==> src/rtl/wavelet_pkg.sv <==
// Shared types and defaults for the 1-D lifting wavelet blocks.
// Phase constants are also used by the even/odd splitter.
package wavelet_pkg;

    localparam int ADDR_W     = 10;
    localparam int MAX_LEVELS = 4;
    localparam int LVL_W      = 3;

    localparam logic EVEN = 1'b0;
    localparam logic ODD  = 1'b1;

    typedef enum logic [2:0] {
        IDLE,
        READ,
        DRAIN,
        NEXT,
        DONE
    } state_e;

endpackage

==> src/rtl/dwt_addr_cnt.sv <==
// Read/write index counter pair for one decomposition level.
// Terminal compares run against cur_len and cur_len/2.
module dwt_addr_cnt #(
    parameter int ADDR_W = wavelet_pkg::ADDR_W
) (
    input  logic              clk,
    input  logic              rst_n,
    input  logic              clr,
    input  logic              rd_inc,
    input  logic              wr_inc,
    input  logic [ADDR_W:0]   cur_len,
    output logic [ADDR_W-1:0] rd_idx,
    output logic [ADDR_W-1:0] wr_idx,
    output logic              rd_tc,
    output logic              wr_full,
    output logic              wr_last
);

    localparam logic [ADDR_W:0] ONE = {{ADDR_W{1'b0}}, 1'b1};

    logic [ADDR_W-1:0] rd_idx_q, rd_idx_d;
    logic [ADDR_W-1:0] wr_idx_q, wr_idx_d;
    logic [ADDR_W:0]   half;

    assign half = cur_len >> 1;

    always_comb begin
        rd_idx_d = rd_idx_q;
        wr_idx_d = wr_idx_q;
        if (clr) begin
            rd_idx_d = '0;
            wr_idx_d = '0;
        end else begin
            if (rd_inc) rd_idx_d = rd_idx_q + 1'b1;
            if (wr_inc) wr_idx_d = wr_idx_q + 1'b1;
        end
    end

    always_ff @(posedge clk or negedge rst_n) begin
        if (!rst_n) begin
            rd_idx_q <= '0;
            wr_idx_q <= '0;
        end else begin
            rd_idx_q <= rd_idx_d;
            wr_idx_q <= wr_idx_d;
        end
    end

    assign rd_idx  = rd_idx_q;
    assign wr_idx  = wr_idx_q;
    assign rd_tc   = ({1'b0, rd_idx_q} == (cur_len - ONE));
    assign wr_full = ({1'b0, wr_idx_q} == half);
    assign wr_last = ({1'b0, wr_idx_q} == (half - ONE));

endmodule

==> src/rtl/dwt_level_sched.sv <==
// Multi-level in-place Mallat scheduler for the lifting datapath.
// Issues sample reads and low/high write addresses; carries no data.
module dwt_level_sched #(
    parameter int ADDR_W     = wavelet_pkg::ADDR_W,
    parameter int MAX_LEVELS = wavelet_pkg::MAX_LEVELS,
    parameter int LVL_W      = wavelet_pkg::LVL_W
) (
    input  logic              clk,
    input  logic              rst_n,
    input  logic              start,
    input  logic [ADDR_W:0]   len,
    input  logic [LVL_W-1:0]  levels,
    input  logic              dp_ready,
    input  logic              dp_out_valid,
    output logic              busy,
    output logic              rd_en,
    output logic [ADDR_W-1:0] rd_addr,
    output logic              phase,
    output logic              first,
    output logic              last,
    output logic [LVL_W-1:0]  level,
    output logic              wr_en,
    output logic [ADDR_W-1:0] wr_lo_addr,
    output logic [ADDR_W-1:0] wr_hi_addr,
    output logic              done,
    output logic              err
);

    import wavelet_pkg::*;

    localparam logic [ADDR_W:0]  MIN_LEN = {{(ADDR_W-1){1'b0}}, 2'b10};
    localparam logic [ADDR_W:0]  MAX_LEN = {1'b1, {ADDR_W{1'b0}}};
    localparam logic [LVL_W-1:0] MAX_LVL = LVL_W'(MAX_LEVELS);
    localparam logic [LVL_W-1:0] LVL_ONE = {{(LVL_W-1){1'b0}}, 1'b1};

    state_e state_q, state_d, lvl_end;

    logic [ADDR_W:0]   cur_len_q, cur_len_d;
    logic [LVL_W-1:0]  level_q, level_d;
    logic [LVL_W-1:0]  levels_q, levels_d;
    logic              busy_q, busy_d;
    logic              done_q, done_d;
    logic              err_q, err_d;

    logic [ADDR_W-1:0] rd_idx, wr_idx;
    logic              rd_tc, wr_full, wr_last;
    logic              cnt_clr, wr_ok, wr_done, cfg_ok;
    logic [ADDR_W:0]   lvl_mask;

    dwt_addr_cnt #(
        .ADDR_W (ADDR_W)
    ) u_cnt (
        .clk     (clk),
        .rst_n   (rst_n),
        .clr     (cnt_clr),
        .rd_inc  (rd_en),
        .wr_inc  (wr_en),
        .cur_len (cur_len_q),
        .rd_idx  (rd_idx),
        .wr_idx  (wr_idx),
        .rd_tc   (rd_tc),
        .wr_full (wr_full),
        .wr_last (wr_last)
    );

    // Length must split evenly through every requested level.
    assign lvl_mask = ~({(ADDR_W+1){1'b1}} << levels);
    assign cfg_ok   = (levels != '0) && (levels <= MAX_LVL) &&
                      (len >= MIN_LEN) && (len <= MAX_LEN) &&
                      ((len & lvl_mask) == '0);

    assign rd_en   = (state_q == READ) & dp_ready;
    assign wr_ok   = (state_q == READ) | (state_q == DRAIN);
    assign wr_en   = dp_out_valid & wr_ok & ~wr_full;
    assign wr_done = (wr_en & wr_last) | wr_full;
    assign lvl_end = (level_q == levels_q - LVL_ONE) ? DONE : NEXT;

    always_comb begin
        state_d   = state_q;
        cur_len_d = cur_len_q;
        level_d   = level_q;
        levels_d  = levels_q;
        cnt_clr   = 1'b0;
        err_d     = dp_out_valid & ~wr_en;
        unique case (state_q)
            IDLE: begin
                if (start) begin
                    if (cfg_ok) begin
                        state_d   = READ;
                        cur_len_d = len;
                        level_d   = '0;
                        levels_d  = levels;
                        cnt_clr   = 1'b1;
                    end else begin
                        err_d = 1'b1;
                    end
                end
            end
            READ: begin
                if (rd_en && rd_tc) state_d = wr_done ? lvl_end : DRAIN;
            end
            DRAIN: begin
                if (wr_done) state_d = lvl_end;
            end
            NEXT: begin
                state_d   = READ;
                cur_len_d = cur_len_q >> 1;
                level_d   = level_q + LVL_ONE;
                cnt_clr   = 1'b1;
            end
            DONE: begin
                state_d = IDLE;
            end
            default: begin
                state_d = IDLE;
            end
        endcase
        busy_d = (state_d != IDLE);
        done_d = (state_d == DONE);
    end

    always_ff @(posedge clk or negedge rst_n) begin
        if (!rst_n) begin
            state_q   <= IDLE;
            cur_len_q <= '0;
            level_q   <= '0;
            levels_q  <= '0;
            busy_q    <= 1'b0;
            done_q    <= 1'b0;
            err_q     <= 1'b0;
        end else begin
            state_q   <= state_d;
            cur_len_q <= cur_len_d;
            level_q   <= level_d;
            levels_q  <= levels_d;
            busy_q    <= busy_d;
            done_q    <= done_d;
            err_q     <= err_d;
        end
    end

    assign busy       = busy_q;
    assign done       = done_q;
    assign err        = err_q;
    assign level      = level_q;
    assign rd_addr    = rd_idx;
    assign phase      = (rd_idx[0] == ODD);
    assign first      = rd_en & (rd_idx == '0);
    assign last       = rd_en & rd_tc;
    assign wr_lo_addr = wr_idx;
    assign wr_hi_addr = ADDR_W'((cur_len_q >> 1) + {1'b0, wr_idx});

endmodule
==> config.mk <==
export PLATFORM = sky130hd
export DESIGN_NAME = dwt_level_sched
export DESIGN_NICKNAME = d
export VERILOG_FILES = /design/src/rtl/wavelet_pkg.sv /design/src/rtl/dwt_addr_cnt.sv /design/src/rtl/dwt_level_sched.sv
export SDC_FILE = /design/constraint.sdc
export NUM_CORES = 1
export LEC_CHECK = 0
export BUFFER_PORTS_ARGS = -buffer_cell sky130_fd_sc_hd__buf_2
export CORE_MARGIN = 2
export CORE_UTILIZATION = 50
export CTS_CLUSTER_DIAMETER = 40
export DETAILED_ROUTE_END_ITERATION = 10
export GPL_ROUTABILITY_DRIVEN = 0
export PLACE_DENSITY_LB_ADDON = 0.25
export SLEW_MARGIN = 20
export SYNTH_ARGS = -nofsm -noshare
export SYNTH_HDL_FRONTEND = slang
export SYNTH_SLANG_ARGS = --single-unit
==> constraint.sdc <==
create_clock -name clk -period 9.8 [get_ports clk]
set_input_delay 2.94 -clock clk [delete_from_list [all_inputs] [get_ports clk]]
set_output_delay 2.94 -clock clk [all_outputs]
set_load 0.03 [all_outputs]
==> flow_summary.toml, run 1 <==
[timing]
fmax_mhz = 127
timing.final.crit_period_ns = 7.88
rsz0062_at_grt = "false"
worst_pin_slew_ns = 0.985
final-max-slew-violation-count = 0
setup_viol = 0
fin_setup_tns_ns = 0
fin_ws_ns = 1.92
hold_viol_final = 0
finalClockSkew_ns = 0.00850
fin_crit_sh = 0.804
slew_headroom = 0.341
hold_ws_ns = 0.545

[cts]
cts_max_path_buffers = 2
post_cts_resized = 0
clk_pin_slew_ns = 0.08
htree_levels = 2
clock_latency_ns = 0.30
clock_sinks = 43
root_buffer = "clkbuf_8"
cts_tree = "done"
cts_buffers = 5
cts_hold_buffers = 0
post_cts_buffers = 0

[yosys]
synth_edf_count = 0
synth_fp_nets = 400
yosysWarnings = 0
yosysSeqAreaShare = 0.340
syn_inst = 362
syn_avg_cell_area_um2 = 8.75
ys_async_sr_fraction = 1.00
syn_area_mm2 = 0.00317
ys.flop_type = "dfrtp_1"
ys_seq_elements = 43
synth_cell_type_count = 60

[worst_setup_path]
critPathKind = "input pin to output pin"
required_ns = 6.86
cp_slowest_cell = "a2111oi_4"
r2r_cells = 8
crit_path_end_kind = "output pin"
crit_path_start_kind = "input pin"
cp_max_fo = 9
path_common_cell = "buf_2"
path_buf_inv = 3
path_depth = 8
path_delay_family = "compound AO/OA/AOI/OAI gates"
crit_chain = "buf_2 -> nor4bb_1 -> buf_4 -> o211ai_1 -> a2111oi_0 -> nand2_1 -> a2111oi_4 -> buf_2"
cp.arrival_ns = 4.94
cpPeakStageDelay_ns = 0.44

[final_layout]
stdcell_area_mm2 = 0.00356
fin_nets = 451
final_cell_mix = "58 x buf_2, 45 x nor2_1, 43 x dfrtp_1"
final_util = 0.570
antenna_cells = 0
layout-drive-gt1-share = 0.186
instances_no_fill = 491
flow.area_growth_from_synthesis_pct = 12.3
layout_commonest_cell = "buf_2"

[power_and_ir_drop]
power.leakage_nw = 1.70
peakVddDrop_uv = 244
powerDensity_mw_per_mm2 = 236
total_power_uw = 841

[detailed_routing]
drc = 0
drt_first_pass_iters = 4
num_vias = 2812
wire_per_inst_um = 15.5
drtIter0Drc = 141
postRouteAntennaNets = 0
viasPerCell = 5.73
drt_wl_total_um = 7590

[global_route]
grt_pass1_vias = 2687
overflow = 0
antenna_found_initial = 0
grt_usage = 0.226
grt_pass1_wl_um = 12900
grt_start_max_net_pins = 44

[place]
dpl_cell_area_mm2 = 0.00347
post-place-cells = 483
portBuffers = 59
dp_hpwl_um = 5620
pre_cts_ws_ns = 1.96

[min_path]
hold_class = "flop to flop"
hold_depth = 1

[die]
die_w_um = 83.6
coreArea_mm2 = 0.00624
placementRows = 29
die-area_mm2 = 0.00699
initial_core_util = 0.508
die_height_um = 83.6
io-pin-count = 60

[run]
drv_cap = 0

[status]
status = "finished clean"
[cells by family after synthesis]
logic type / share of synthesized area
adders and majority gates: 0.0774
and+or+nand+nor: 0.216
DFF: 0.340
muxes: 0.00711
xor gates and xnor gates: 0.133
AOI/OAI and AO/OA: 0.168
buffers and inverters: 0.0592
[worst paths after layout]
path	slack, ns	endpoint	start
min in group asynchronous	2.62	level[0]	rst_n
min reg2reg	0.55	level[2]	level[2]
min	0.55	level[2]	level[2]
max in group asynchronous	6.79	u_cnt.wr_idx[5]	rst_n
max	1.92	last	dp_ready
max reg2reg	6.85	state_q[0]	cur_len_q[2]
[report_power, final]
part	switching [mW]	internal, mW
Sequential	0.0615	0.204
Clock	0.0621	0.0501
Combinational	0.297	0.165
Total	0.421	0.420
[routing by layer]
metal | global-route usage | up-vias | part of all wire
met1 | 0.305 | 1335 | 0.46
met5 | 0 | - | 0
met3 | 0.0406 | 14 | 0.055
li1 | - | 1380 | -
met4 | 0.0865 | 0 | 0.024
met2 | 0.364 | 83 | 0.46
[area by class of cell]
cell class,instances,area (um2)
Clock buffer,7,76.3
Clock inverter,1,5.00
Multi-Input combinational cell,278,1910
Tap cell,77,96.3
Fill cell,581,2680
Sequential cell,43,1080
Inverter,25,93.8
Timing Repair Buffer,60,305
[Yosys cell counts, drive strengths merged (3+ instances only)]
cell type,count,area share
buf,5,0.013
nand4,14,0.028
nor3,11,0.021
nand3,6,0.0095
xor2,22,0.061
inv,25,0.030
and3,5,0.0099
ha,18,0.071
nor2,45,0.053
o21ai,24,0.038
or3,4,0.0079
a21o,3,0.0071
a22oi,10,0.024
clkbuf,11,0.016
nand2,21,0.025
xnor2,26,0.072
and2,4,0.0079
a21oi,9,0.014
nor4,3,0.0059
dfrtp,43,0.34
nor2b,6,0.012
a31oi,5,0.0099
[sequential cells by signal, summed over array words and instances, names as in the netlist]
name / flops
busy: 1
u_cnt.wr_idx: 10
u_cnt.rd_idx: 10
level: 3
levels_q: 3
done: 1
cur_len_q: 11
err: 1
state_q: 3
No activity file was read; power rests on OpenSTA's default activity.
==> run 2, diff against run 1 <==
==> constraint.sdc (replaced) <==
create_clock -name clk -period 8.1 [get_ports clk]
set_input_delay 2.43 -clock clk [delete_from_list [all_inputs] [get_ports clk]]
set_output_delay 2.43 -clock clk [all_outputs]
set_load 0.03 [all_outputs]
==> flow_summary.toml, run 2 (same netlist as run 1, synthesis figures left out) <==
[detailed_routing]
wire_per_inst_um = 15.7
postRouteAntennaNets = 0
drt_first_pass_iters = 6
wl_met2_um = 3590
drc = 0
viasPerCell = 5.75
drt-met1-wl_um = 3540
num_vias = 2810
top_layer_used = "met4"
wl_met3_um = 344
drt_wl_total_um = 7660
drtIter0Drc = 149

[final_layout]
final_cell_mix = "59 x buf_2, 45 x nor2_1, 43 x dfrtp_1"
layout_commonest_cell = "buf_2"
layout-drive-gt1-share = 0.184
flow.area_growth_from_synthesis_pct = 11.9
antenna_cells = 0
fin_nets = 451
n_fill_cell = 614
largest_register_ffs = 11
top_register = "cur_len_q"

[cts]
post_cts_resized = 0
cts_max_path_buffers = 2
post_cts_buffers = 0
clk_pin_slew_ns = 0.08
cts_buffers = 5
cts_hold_buffers = 0
clock_latency_ns = 0.29
clock_sinks = 43
cts_tree = "done"
root_buffer = "clkbuf_8"
htree_levels = 2

[worst_setup_path]
cpPeakStageDelay_ns = 0.43
cp.arrival_ns = 4.39
crit_path_end_kind = "output pin"
cp_max_fo = 9
cp_slowest_cell = "a2111oi_4"
crit_chain = "buf_2 -> nor4bb_1 -> buf_4 -> o211ai_1 -> a2111oi_0 -> nand2_1 -> a2111oi_4 -> buf_2"
path_common_cell = "buf_2"
crit_path_start_kind = "input pin"
path_delay_family = "compound AO/OA/AOI/OAI gates"
path_buf_inv = 3
required_ns = 5.67
critPathKind = "input pin to output pin"

[die]
die_height_um = 83.6
initial_core_util = 0.508
die-area_mm2 = 0.00699
io-pin-count = 60
placementRows = 29
coreArea_mm2 = 0.00624
die_w_um = 83.6

[power_and_ir_drop]
power.leakage_nw = 1.70
total_power_mw = 1.01
powerDensity_mw_per_mm2 = 284
peakVddDrop_uv = 334

[global_route]
grt_pass1_wl_um = 12800
grt_pass1_vias = 2609
overflow = 0
antenna_found_initial = 0
grt_usage = 0.224
grt_start_max_net_pins = 44

[run]
drv_cap = 0

[min_path]
hold_class = "flop to flop"

[timing]
timing.final.crit_period_ns = 6.82
fin_crit_sh = 0.842
hold_viol_final = 0
fmax_mhz = 147
rsz0062_at_grt = "false"
hold_ws_ns = 0.554
finalClockSkew_ns = 0.00436
fin_setup_tns_ns = 0
setup_viol = 0
final-max-slew-violation-count = 0
slew_headroom = 0.353
worst_pin_slew_ns = 0.970

[place]
dp_hpwl_um = 5680
portBuffers = 59

[status]
status = "finished clean"
==> run 2: worst reg2reg max path, cell delays in order (launching register included) <==
cell and delay, ns:
dfrtp_1 0.46, inv_1 0.22, ha_1 0.34, or4b_4 0.54, xnor2_1 0.15, a2111oi_0 0.36
nand2_1 0.15, a2111oi_4 0.43, a2bb2oi_1 0.22
==> run 2: metrics by stage <==
step                      area [um2]   util  setup WS, ns  cells
after floorplan                 3170      -          1.50    362
after global placement          3470  0.557          1.35    483
after detailed placement        3470  0.557          1.33    483
after CTS                       3550  0.568          1.30    489
after global routing            3550  0.568          1.03    489
final                           3550  0.568          1.28    489
==> run 2: area by class of cell <==
class                      instances  area (um2)  area share
inverter                          25        93.8      0.0265
multi-input combinational        278        1910       0.537
clock buffer                       6        72.6      0.0205
tap                               77        96.3      0.0272
timing repair buffer              60         303      0.0854
sequential                        43        1080       0.303
==> run 2: final timing paths <==
check	from	endpoint	slack (ns)	depth (start not counted)
setup / recovery	dp_ready	last	1.28	8
hold / removal	level[2]	level[2]	0.55	1
setup reg to reg	cur_len_q[2]	state_q[1]	5.13	8
hold reg to reg	level[2]	level[2]	0.55	1
max in group asynchronous	rst_n	u_cnt.wr_idx[9]	5.21	1
min in group asynchronous	rst_n	level[1]	2.28	1
==> run 2: layer usage <==
layer,vias up,GRT usage
met3,13,0.0257
met1,1331,0.318
met4,0,0.0792
met5,-,0
li1,1378,-
met2,88,0.355
==> run 2: power by group <==
group          total (mW)  switching (mW)  internal, mW
Combinational       0.560           0.361         0.200
Sequential          0.319          0.0718         0.247
Clock               0.126          0.0687        0.0575
Total                1.01           0.501         0.505
==> run 3, diff against run 2 <==
--- a/config.mk
+++ b/config.mk
@@ -5,6 +5,7 @@
 export SDC_FILE = /design/constraint.sdc
 export NUM_CORES = 1
 export LEC_CHECK = 0
+export ABC_AREA = 1
 export BUFFER_PORTS_ARGS = -buffer_cell sky130_fd_sc_hd__buf_2
 export CORE_MARGIN = 2
 export CORE_UTILIZATION = 50
==> constraint.sdc (replaced) <==
create_clock -name clk -period 5.6 [get_ports clk]
set_input_delay 1.68 -clock clk [delete_from_list [all_inputs] [get_ports clk]]
set_output_delay 1.68 -clock clk [all_outputs]
set_load 0.03 [all_outputs]
==> flow_summary.toml, run 3 <==
[detailed_routing]
drtIter0Drc = 206
drt_wl_total_um = 8410
wire_per_inst_um = 13.4
wl_met3_um = 356
top_layer_used = "met4"
num_vias = 3284
drc = 0
viasPerCell = 5.22
wl_met2_um = 4050
drt-met1-wl_um = 3860
drt_first_pass_iters = 5
postRouteAntennaNets = 0

[min_path]
hold_depth = 2
hold_class = "flop to flop"
hold_path_startpoint = "levels_q[1]"
min_to = "levels_q[1]"

[cts]
htree_levels = 2
post_cts_resized = 0
cts_max_path_buffers = 2
cts_hold_buffers = 0
clk_pin_slew_ns = 0.08
clock_sinks = 43
clock_latency_ns = 0.30
cts_buffers = 5
post_cts_buffers = 0
root_buffer = "clkbuf_8"
cts_tree = "done"

[yosys]
syn_inst = 492
synth_edf_count = 0
synth_cell_type_count = 41
syn_avg_cell_area_um2 = 7.03
synth_common_cells = "130 x nand2_1, 71 x inv_1, 44 x nor2_1, 43 x dfrtp_1, 35 x nand3_1"
syn_area_mm2 = 0.00346
ys_seq_elements = 43
yosysTopAreaCellShare = 0.311
synth.most_common_cell = "nand2_1"
synth_top_cells_by_area = "dfrtp_1 31%, nand2_1 14%, inv_1 7.7%, ha_1 6.5%, xor2_1 6.1%"
ys.flop_type = "dfrtp_1"
synth_fp_nets = 530
yosysSeqAreaShare = 0.311
yosysWarnings = 0
ys_async_sr_fraction = 1.00
yosysTopAreaCell = "dfrtp_1"

[timing]
hold_viol_final = 0
fin_setup_tns_ns = 0
timing.final.crit_period_ns = 4.43
setup_viol = 0
fmax_mhz = 226
hold_ws_ns = 0.496
fin_crit_sh = 0.791
worst_pin_slew_ns = 0.562
final-max-slew-violation-count = 0
rsz0062_at_grt = "false"
slew_headroom = 0.625
finalClockSkew_ns = 0.00732

[worst_setup_path]
crit_path_start_kind = "input pin"
r2r_cells = 8
required_ns = 3.92
cp_max_fo = 7
reg2reg_to = "u_cnt.wr_idx[0]"
critPathKind = "input pin to output pin"
cp.arrival_ns = 2.75
rr_startpoint = "state_q[1]"
crit_path_end_kind = "output pin"
r2r_slack_ns = 3.33

[power_and_ir_drop]
p_sw_uw = 623
intPower_uw = 737
sw_frac_of_total = 0.458
pwr-share-comb = 0.489
power.leakage_nw = 2.08
powerDensity_mw_per_mm2 = 346
p_seq_frac = 0.300
clock_power_share = 0.211
peakVddDrop_uv = 221

[final_layout]
flow.area_growth_from_synthesis_pct = 13.7
largest_register_ffs = 11
antenna_cells = 0
layout_commonest_cell = "nand2_1"
top_register = "cur_len_q"
final_cell_mix = "130 x nand2_1, 71 x inv_1, 58 x buf_2"
layout-drive-gt1-share = 0.193
fin_nets = 586

[die]
io-pin-count = 60
placementRows = 30
coreArea_mm2 = 0.00676
die_w_um = 87.2
die-area_mm2 = 0.00760
initial_core_util = 0.512
die_height_um = 87.2

[global_route]
grt_usage = 0.236
overflow = 0
antenna_found_initial = 0
grt_pass1_wl_um = 14300
grt_start_max_net_pins = 44
grt_pass1_vias = 3146

[run]
drv_cap = 0

[status]
status = "finished clean"

[place]
dp_hpwl_um = 6670
portBuffers = 59
run 3: cell types whose count changed after synthesis, moves of 10 or more:
cell | previous run | this run
nand3_1 | 6 | 35
nand2_1 | 21 | 130
nor2_2 | 0 | 10
inv_1 | 25 | 71
nand4_1 | 14 | 3
xnor2_1 | 26 | 9
a22oi_1 | 10 | 0
run 3: cell type report:
class / instances / area, um2
Fill cell: 657 / 2820
Multi-Input combinational cell: 361 / 2040
Sequential cell: 43 / 1080
Timing Repair Buffer: 59 / 298
Inverter: 78 / 293
Tap cell: 80 / 100
Clock buffer: 6 / 72.6
Clock inverter: 2 / 60.1
run 3: how the worst max path moves through the flow:
stage	startpoint	end	slack, ns	depth (start not counted)
finish	dp_ready	last	1.17	10
global route	dp_ready	last	1.07	10
CTS	dp_ready	last	1.17	10
detailed placement	dp_ready	last	1.17	10
global placement	dp_ready	last	1.18	10
floorplan	dp_ready	first	1.16	4
run 3: metal layers:
layer	vias to the layer above	GRT usage
li1	1654	-
met5	-	0
met3	14	0.0284
met2	99	0.410
met1	1517	0.311
met4	0	0.0643
run 3: critical path, cell delays in order:
cell,delay (ns)
buf_2,0.08
inv_1,0.08
nor2_8,0.16
nand2_1,0.07
nor2_1,0.08
nand3_1,0.09
nor2_1,0.13
nand3_2,0.13
inv_1,0.07
buf_2,0.19
run 3: stage by stage:
stage               setup slack, ns  instances  instance area (um2)  utilization  power (mW)
floorplan                      1.16        492                 3460            -       0.905
detailed placement             1.17        621                 3800        0.562        1.08
CTS                            1.17        629                 3930        0.582        1.37
global route                   1.07        629                 3940        0.582        1.45
global placement               1.18        621                 3800        0.562        1.06
finish                         1.17        629                 3940        0.582        1.36
run 3: cells by family (layout without fill, tap and decap cells):
family                     Yosys count  after routing  synth area share
DFF                                 43             43             0.311
buffers and inverters               88            145             0.101
AOI/OAI and AO/OA                   50             50            0.0846
xor gates and xnor gates            34             34            0.0882
adders and majority gates           19             19            0.0709
and+or+nand+nor                    258            258             0.345
run 3: power by group through the flow:
| stage | Combinational (mW) | Sequential, mW | Clock [mW] |
|---|---|---|---|
| 2_1_floorplan | 0.436 | 0.469 | 0 |
| 3_3_place_gp | 0.651 | 0.413 | 0 |
| 3_5_place_dp | 0.665 | 0.414 | 0 |
| 4_1_cts | 0.667 | 0.408 | 0.293 |
| 5_1_grt | 0.728 | 0.417 | 0.306 |
| 6_report | 0.665 | 0.408 | 0.287 |
